[config.mk]
export PLATFORM = sky130hd
export DESIGN_NAME = seg7_scan_capture
export DESIGN_NICKNAME = d
export VERILOG_FILES = /design/src/rtl/seg7_scan_capture.sv
export SDC_FILE = /design/constraint.sdc
export NUM_CORES = 1
export LEC_CHECK = 0
export CAP_MARGIN = 20
export CORE_ASPECT_RATIO = 1.4
export CORE_MARGIN = 4
export CORE_UTILIZATION = 55
export DETAILED_ROUTE_END_ITERATION = 12
export HOLD_SLACK_MARGIN = 0.06
export PLACE_DENSITY = 0.87
export SLEW_MARGIN = 20
export SYNTH_ARGS = -nofsm -noshare
export SYNTH_HDL_FRONTEND = slang
export SYNTH_SLANG_ARGS = --single-unit
[constraint.sdc]
create_clock -name clk -period 3.9 [get_ports clk]
set_input_delay 1.17 -clock clk [delete_from_list [all_inputs] [get_ports clk]]
set_output_delay 1.17 -clock clk [all_outputs]
set_load 0.03 [all_outputs]
[src/rtl/seg7_scan_capture.sv]
// seg7_scan_capture: observes a time-multiplexed 7-segment display bus,
// waits for each (segments, digit-select) pair to settle, decodes the glyph
// back to its hex value and assembles the digits into frames that are handed
// off over a valid/ready interface.
module seg7_scan_capture #(
  parameter bit seg_type      = 1'b1,
  parameter int NUM_DIGITS    = 4,
  parameter int STABLE_CYCLES = 4
) (
  input  logic                    clk,
  input  logic                    rst,
  input  logic [6:0]              seg_in,
  input  logic [NUM_DIGITS-1:0]   dig_sel,
  output logic [4*NUM_DIGITS-1:0] data_out,
  output logic [NUM_DIGITS-1:0]   err_out,
  output logic                    overrun,
  output logic                    out_valid,
  input  logic                    out_ready
);

  localparam logic [6:0] SEG_IDLE     = seg_type ? 7'h7F : 7'h00;
  localparam logic [7:0] STABLE_LIMIT = 8'(STABLE_CYCLES);

  typedef enum logic {
    COUNT = 1'b0,
    HELD  = 1'b1
  } cap_state_t;

  logic [6:0]              seg_s1;
  logic [6:0]              seg_s2;
  logic [6:0]              seg_prev;
  logic [NUM_DIGITS-1:0]   dig_s1;
  logic [NUM_DIGITS-1:0]   dig_s2;
  logic [NUM_DIGITS-1:0]   dig_prev;

  logic [6:0]              seg_norm;
  logic [3:0]              dig_ones;
  logic                    dig_one_hot;
  logic                    pair_changed;
  logic                    capture;
  logic [3:0]              dec_val;
  logic                    dec_err;

  cap_state_t              state;
  logic [7:0]              run_cnt;

  logic [4*NUM_DIGITS-1:0] data_asm;
  logic [NUM_DIGITS-1:0]   err_asm;
  logic [NUM_DIGITS-1:0]   mask;
  logic [NUM_DIGITS-1:0]   mask_nxt;
  logic                    asm_ovr;
  logic                    asm_ovr_nxt;
  logic                    frame_full;
  logic                    load_frame;

  // Inverse of the hex-to-segment encoder; bit 4 flags an illegal glyph.
  function automatic logic [4:0] decode_glyph(input logic [6:0] pat);
    logic [4:0] res;
    case (pat)
      7'h3F:   res = 5'h00;
      7'h06:   res = 5'h01;
      7'h5B:   res = 5'h02;
      7'h4F:   res = 5'h03;
      7'h66:   res = 5'h04;
      7'h6D:   res = 5'h05;
      7'h7D:   res = 5'h06;
      7'h07:   res = 5'h07;
      7'h7F:   res = 5'h08;
      7'h6F:   res = 5'h09;
      7'h77:   res = 5'h0A;
      7'h7C:   res = 5'h0B;
      7'h39:   res = 5'h0C;
      7'h5E:   res = 5'h0D;
      7'h79:   res = 5'h0E;
      7'h71:   res = 5'h0F;
      default: res = 5'h10;
    endcase
    return res;
  endfunction

  // Two-flop synchronizers plus a copy of the previous synchronized pair.
  always_ff @(posedge clk or posedge rst) begin
    if (rst) begin
      seg_s1   <= SEG_IDLE;
      seg_s2   <= SEG_IDLE;
      seg_prev <= SEG_IDLE;
      dig_s1   <= '0;
      dig_s2   <= '0;
      dig_prev <= '0;
    end else begin
      seg_s1   <= seg_in;
      seg_s2   <= seg_s1;
      seg_prev <= seg_s2;
      dig_s1   <= dig_sel;
      dig_s2   <= dig_s1;
      dig_prev <= dig_s2;
    end
  end

  // Normalize polarity, qualify the digit select and decide whether to capture.
  always_comb begin
    seg_norm = seg_type ? ~seg_s2 : seg_s2;
    {dec_err, dec_val} = decode_glyph(seg_norm);
    dig_ones = 4'd0;
    for (int k = 0; k < NUM_DIGITS; k++) begin
      dig_ones = dig_ones + {3'b000, dig_s2[k]};
    end
    dig_one_hot  = (dig_ones == 4'd1);
    pair_changed = (seg_s2 != seg_prev) || (dig_s2 != dig_prev);
    capture      = dig_one_hot && !pair_changed && (state == COUNT) &&
                   ((run_cnt + 8'd1) == STABLE_LIMIT);
  end

  // Stability run counter and COUNT/HELD capture state machine.
  always_ff @(posedge clk or posedge rst) begin
    if (rst) begin
      state   <= COUNT;
      run_cnt <= 8'd0;
    end else if (!dig_one_hot) begin
      state   <= COUNT;
      run_cnt <= 8'd0;
    end else if (pair_changed) begin
      state   <= COUNT;
      run_cnt <= 8'd1;
    end else if (state == COUNT) begin
      run_cnt <= run_cnt + 8'd1;
      if (capture) begin
        state <= HELD;
      end
    end
  end

  // Next mask and sticky overwrite flag, accounting for a same-edge hand-off.
  always_comb begin
    frame_full  = &mask;
    load_frame  = frame_full && (!out_valid || out_ready);
    mask_nxt    = load_frame ? '0 : mask;
    asm_ovr_nxt = load_frame ? 1'b0 : asm_ovr;
    if (capture) begin
      mask_nxt = mask_nxt | dig_s2;
      if (!load_frame && ((mask & dig_s2) != '0)) begin
        asm_ovr_nxt = 1'b1;
      end
    end
  end

  // Assembly slots and the output register with its valid/ready hand-off.
  always_ff @(posedge clk or posedge rst) begin
    if (rst) begin
      data_asm  <= '0;
      err_asm   <= '0;
      mask      <= '0;
      asm_ovr   <= 1'b0;
      data_out  <= '0;
      err_out   <= '0;
      overrun   <= 1'b0;
      out_valid <= 1'b0;
    end else begin
      mask    <= mask_nxt;
      asm_ovr <= asm_ovr_nxt;
      for (int k = 0; k < NUM_DIGITS; k++) begin
        if (capture && dig_s2[k]) begin
          data_asm[4*k +: 4] <= dec_val;
          err_asm[k]         <= dec_err;
        end
      end
      if (load_frame) begin
        data_out  <= data_asm;
        err_out   <= err_asm;
        overrun   <= asm_ovr;
        out_valid <= 1'b1;
      end else if (out_valid && out_ready) begin
        out_valid <= 1'b0;
      end
    end
  end

endmodule

Word-level counts from Yosys, hierarchy flattened
Index checks and enable logic that the tools add are counted.
Widths: inputs -> output; s select.
- register bits after elaboration: 89
- input bits: 14
- output and inout bits: 22
- word-level logic and storage cells: 84
- $add $sub $neg: 4
- equality and inequality tests: 21
- muxes and demuxes: 15
- bitwise operators: 4
- reduce and logical (&&, ||, !) cells: 18
- operators by type and width (cell ; count):
    $eq 7x7->1 const B ; 12
    $pmux 5 s16 ; 1
    $mux 8 ; 3
    $eq 7x3->1 const B ; 2
    $eq 7x6->1 const B ; 2
    $logic_and 1x1->1 ; 10
    $mux 1 ; 9
    $add 8x1->8 const B ; 1
    $eq 8x3->1 const B ; 1
    $mux 4 ; 2
    $ne 7x7->1 ; 1
    $not 7->7 ; 1
    $add 3x1->4 ; 1
    $and 4x4->4 ; 1
    $eq 4x1->1 const B ; 1
    $ne 4x4->1 ; 1
    $or 4x4->4 ; 1
    $reduce_and 4->1 ; 1
    $reduce_bool 4->1 ; 1
    $add 2x1->3 ; 1
    $logic_not 1->1 ; 3
    $ne 3x3->1 const B ; 1
    $add 1x1->2 ; 1
    $logic_or 1x1->1 ; 2
    2 further kinds ; 2

Depth between registers and ports, before layout
- depth in word-level cells: 11
- mapped depth: 10
- depth with buffers taken out: 9

Worst setup path after synthesis
Ideal clock, no wire load.
- kind: register -> register
- start: reg dig_s2[0]
- end: reg data_asm[12]
- arrival time: 2.961 ns
- path slack: 0.814 ns
- stages on the path, launching flop included: 11
- path buffers: 1
- path through: dfrtp_1 -> inv_1 -> fa_1 -> inv_1 -> ha_1 -> ha_1 -> nor3b_1 -> nand4_2 -> buf_6 -> nor4_4 -> mux2_2
- word-level cells in the longest chain between the ends: 8
- RTL lines (element ; line ; RTL):
    start: declaration ; 33 ; logic [NUM_DIGITS-1:0] dig_s2;
    start signal: assignment ; 95 ; dig_s2 <= dig_s1;
    $add 1x1->2 ; 106 ; dig_ones = dig_ones + {3'b000, dig_s2[k]};
    $add 2x1->3 ; 106 ;
    $add 3x1->4 ; 106 ;
    $eq 4x1->1 ; 108 ; dig_one_hot = (dig_ones == 4'd1);
    $logic_and 1x1->1 * (3 in a row) ; 110 ; capture = dig_one_hot && !pair_changed && (state == COUNT) &&
    $logic_and 1x1->1 * ; 162 ; if (capture && dig_s2[k]) begin
    end signal: indexed assignment ; 163 ; data_asm[4*k +: 4] <= dec_val;
    end: declaration ; 47 ; logic [4*NUM_DIGITS-1:0] data_asm;
Mark *: on every way between the ends. The rest lies on a longest branch, timed or not.
A chain may end at the register's enable or synchronous reset.

Worst setup path in the final report
- start: reg dig_s2[0]
- end: reg data_asm[13]
Same word-level chain as after synthesis.

==> flow_metrics.env <==
export IMPL_synth_edf_count=0
export IMPL_wl_per_cell_um=15.88
export IMPL_io_buffers=35
export IMPL_synth_cells=314
export IMPL_post_cts_buffers=0
export IMPL_cp_endpoint="data_asm[13]"
export IMPL_drv_slew=0
export IMPL_fin_ws_ns=0.7131
export IMPL_clock_path_buffers=2
export IMPL_grt_pass1_vias=2527
export IMPL_drt_first_pass_iters=6
export IMPL_period_share=0.8172
export IMPL_synth_seq_area_share=0.6080
export IMPL_final_cell_mix="nand2_1 (70), dfrtp_1 (68), clkdlybuf4s50_1 (35), dfstp_2 (21), mux2_2 (20)"
export IMPL_grt_use_total=0.1939
export IMPL_grt_pass1_wl_mm=12.28
export IMPL_synth_xor_area_share=0.04490
export IMPL_cp_data_required_time_ns=4.14
export IMPL_nNetsFinal=367
export IMPL_synth_cell_types=49
export IMPL_worstReg2RegStart="dig_s2[0]"
export IMPL_yosys_warnings=0
export IMPL_timing_rr_end="data_asm[13]"
export IMPL_synth_top_area_share=0.4591
export IMPL_setup_tns_final_ns=0
export IMPL_io_pins=36
export IMPL_crit_start="dig_s2[0]"
export IMPL_synth_adder_area_share=0.01553
export IMPL_end_kind="flip-flop"
export IMPL_drc=0
export IMPL_skew_ns=0.009452
export IMPL_gp_routability_congestion=0.7719
export IMPL_cp_arrival_ns=3.43
export IMPL_rsz0062_at_grt="false"
export IMPL_drtIter0Drc=173
export IMPL_antenna_found_initial=0
export IMPL_rrSetupSlack_ns=0.71
export IMPL_grt_ovfl_total=0
export IMPL_cts_root_buf="clkbuf_8"
export IMPL_synth_top_family_by_area="simple AND/OR/NAND/NOR gates"
export IMPL_clkLatencyLatePin_ns=0.36
export IMPL_numCtsBuffers=9
export IMPL_n_antenna_cell=0
export IMPL_p_leak_nw=2.054
export IMPL_tritoncts="yes"
export IMPL_initial_utilization=0.5642
export IMPL_peakVddDrop_mv=0.3686
export IMPL_synth_nets=332
export IMPL_cts_resized=0
export IMPL_power_density_nw_per_um2=396.1
export IMPL_cts_clk_slew_worst_paths_ns=0.08
export IMPL_synthFlopType="dfrtp_1"
export IMPL_fp_dieArea_um2=8134
export IMPL_ys_seq_elements=89
export IMPL_avgViaCountPerCell=5.540
export IMPL_die_y_um=105.1
export IMPL_num_vias=2371
export IMPL_fmax_mhz=313.8
export IMPL_worst_path_max_fanout=13
export IMPL_status="complete, no violations"
export IMPL_pre_cts_ws_ns=0.7085
export IMPL_worstHoldPathType="flip-flop to flip-flop"
export IMPL_worst_setup_path_type="flip-flop to flip-flop"
export IMPL_grt_max_degree=48
export IMPL_syn_to_final_growth_pct=17.12
export IMPL_period_needed_ns=3.187
export IMPL_hold_viol=0
export IMPL_synth_top_area_cell="dfrtp_1"
export IMPL_clock_sinks=89
export IMPL_drive_above_1_share=0.1949
export IMPL_syn_mean_instance_area_um2=11.80
export IMPL_setup_viol=0
export IMPL_maxCapViolCount=0
export IMPL_ys_top_cells_by_area="dfrtp_1 (46%), dfstp_2 (15%), nand2_1 (7.1%), mux2_2 (6.1%), xor2_1 (3.8%)"
export IMPL_n_fill_cell=483
export IMPL_hold_buffers=0
export IMPL_hpwl_mm=4.559
export IMPL_muxShareOfSynthArea=0.06617
export IMPL_hold_slack_ns=0.3455
export IMPL_coreArea_um2=6569
export IMPL_final_util=0.6608
export IMPL_htreeDepth=3
export IMPL_async_reset_ff_frac=1.000
export IMPL_ant_nets=0
export IMPL_rows=35
export IMPL_die_w_um=77.38
export IMPL_yosys_area_share_simple=0.1830
export IMPL_start_kind="flip-flop"
export IMPL_synth_area_um2=3706
export IMPL_worst_slew_pin_slew_ns=0.9785
export IMPL_synth_compound_area_frac=0.05807
export IMPL_final_common_cell="nand2_1"
export IMPL_routed_wirelength_mm=6.797
export IMPL_slew_headroom=0.3477
export IMPL_reg2reg_depth=10
==> power by group <==
group          switching (W)  internal, W
Sequential         0.0000244     0.000951
Clock               0.000304     0.000360
Combinational      0.0000426    0.0000377
==> per-stage QoR <==
stage                     instances  power, W  instance area [um2]
after floorplan                 314  0.001039                 3706
after global placement          412  0.001069                 4129
after detailed placement        412  0.001074                 4129
after CTS                       428  0.001742                 4340
after global routing            428  0.001794                 4340
final                           428  0.001719                 4340
==> area by class of cell <==
| cell class | instances | area [um2] | share of cell area |
|---|---|---|---|
| Multi-Input combinational cell | 203 | 1363 | 0.3139 |
| Clock inverter | 5 | 80.08 | 0.01845 |
| Sequential cell | 89 | 2253 | 0.5192 |
| Inverter | 7 | 27.53 | 0.006342 |
| Clock buffer | 11 | 131.4 | 0.03027 |
| Timing Repair Buffer | 39 | 392.9 | 0.09052 |
| Tap cell | 74 | 92.59 | 0.02133 |
==> how the worst min path moves through the flow <==
stage	cells past startpoint	slack, ns	start	to
global placement	0	0.34	dig_s1[1]	dig_s2[1]
finish	0	0.35	dig_s1[1]	dig_s2[1]
detailed placement	0	0.34	dig_s1[1]	dig_s2[1]
global route	0	0.36	dig_s1[1]	dig_s2[1]
floorplan	0	0.33	dig_s1[0]	dig_s2[0]
CTS	0	0.35	dig_s1[1]	dig_s2[1]
==> layer usage <==
layer,GRT usage,vias to the layer above,routed length [um]
li1,-,1126,-
met1,0.2458,1193,2860
met3,0.04828,12,190
met2,0.3152,40,3607
met4,0.08270,0,140
met5,0,-,0
==> synthesized netlist by cell type (all sizes together) (3+ instances only) <==
library cell and number:
nand4 4, nand2b 5, nor2b 4, xnor2 3, nand2 70, xor2 16, o21ai 3, mux2 20
o21a 3, nand3 6, clkbuf 13, a21o 5, nor2 14, dfstp 21, ha 3, inv 7
nor4 7, nor3 5, dfrtp 68
==> worst max-delay path, cell delays in order (launching register included) <==
cell and delay, ns:
dfrtp_1 0.44, inv_1 0.09, fa_1 0.53, inv_1 0.04, ha_1 0.17, ha_1 0.27, nor3b_1 0.30, nand4_2 0.10
buf_4 0.22, nor4_4 0.51, mux2_2 0.40
==> cells by family after synthesis <==
group,count (synthesis)
AO/OA/AOI/OAI,28
AND/OR/NAND/NOR,130
flip-flops,89
XOR/XNOR,19
buffers and inverters,22
adder cells (fa/ha/maj),4
multiplexers,22
==> registers in the layout, indices dropped and copies added (netlist names), 4 cells and up <==
name / flops
seg_s1: 7
data_asm: 16
err_out: 4
seg_s2: 7
mask: 4
dig_s2: 4
seg_prev: 7
dig_s1: 4
run_cnt: 8
err_asm: 4
dig_prev: 4
data_out: 16
No activity file was read; power rests on OpenSTA's default activity.
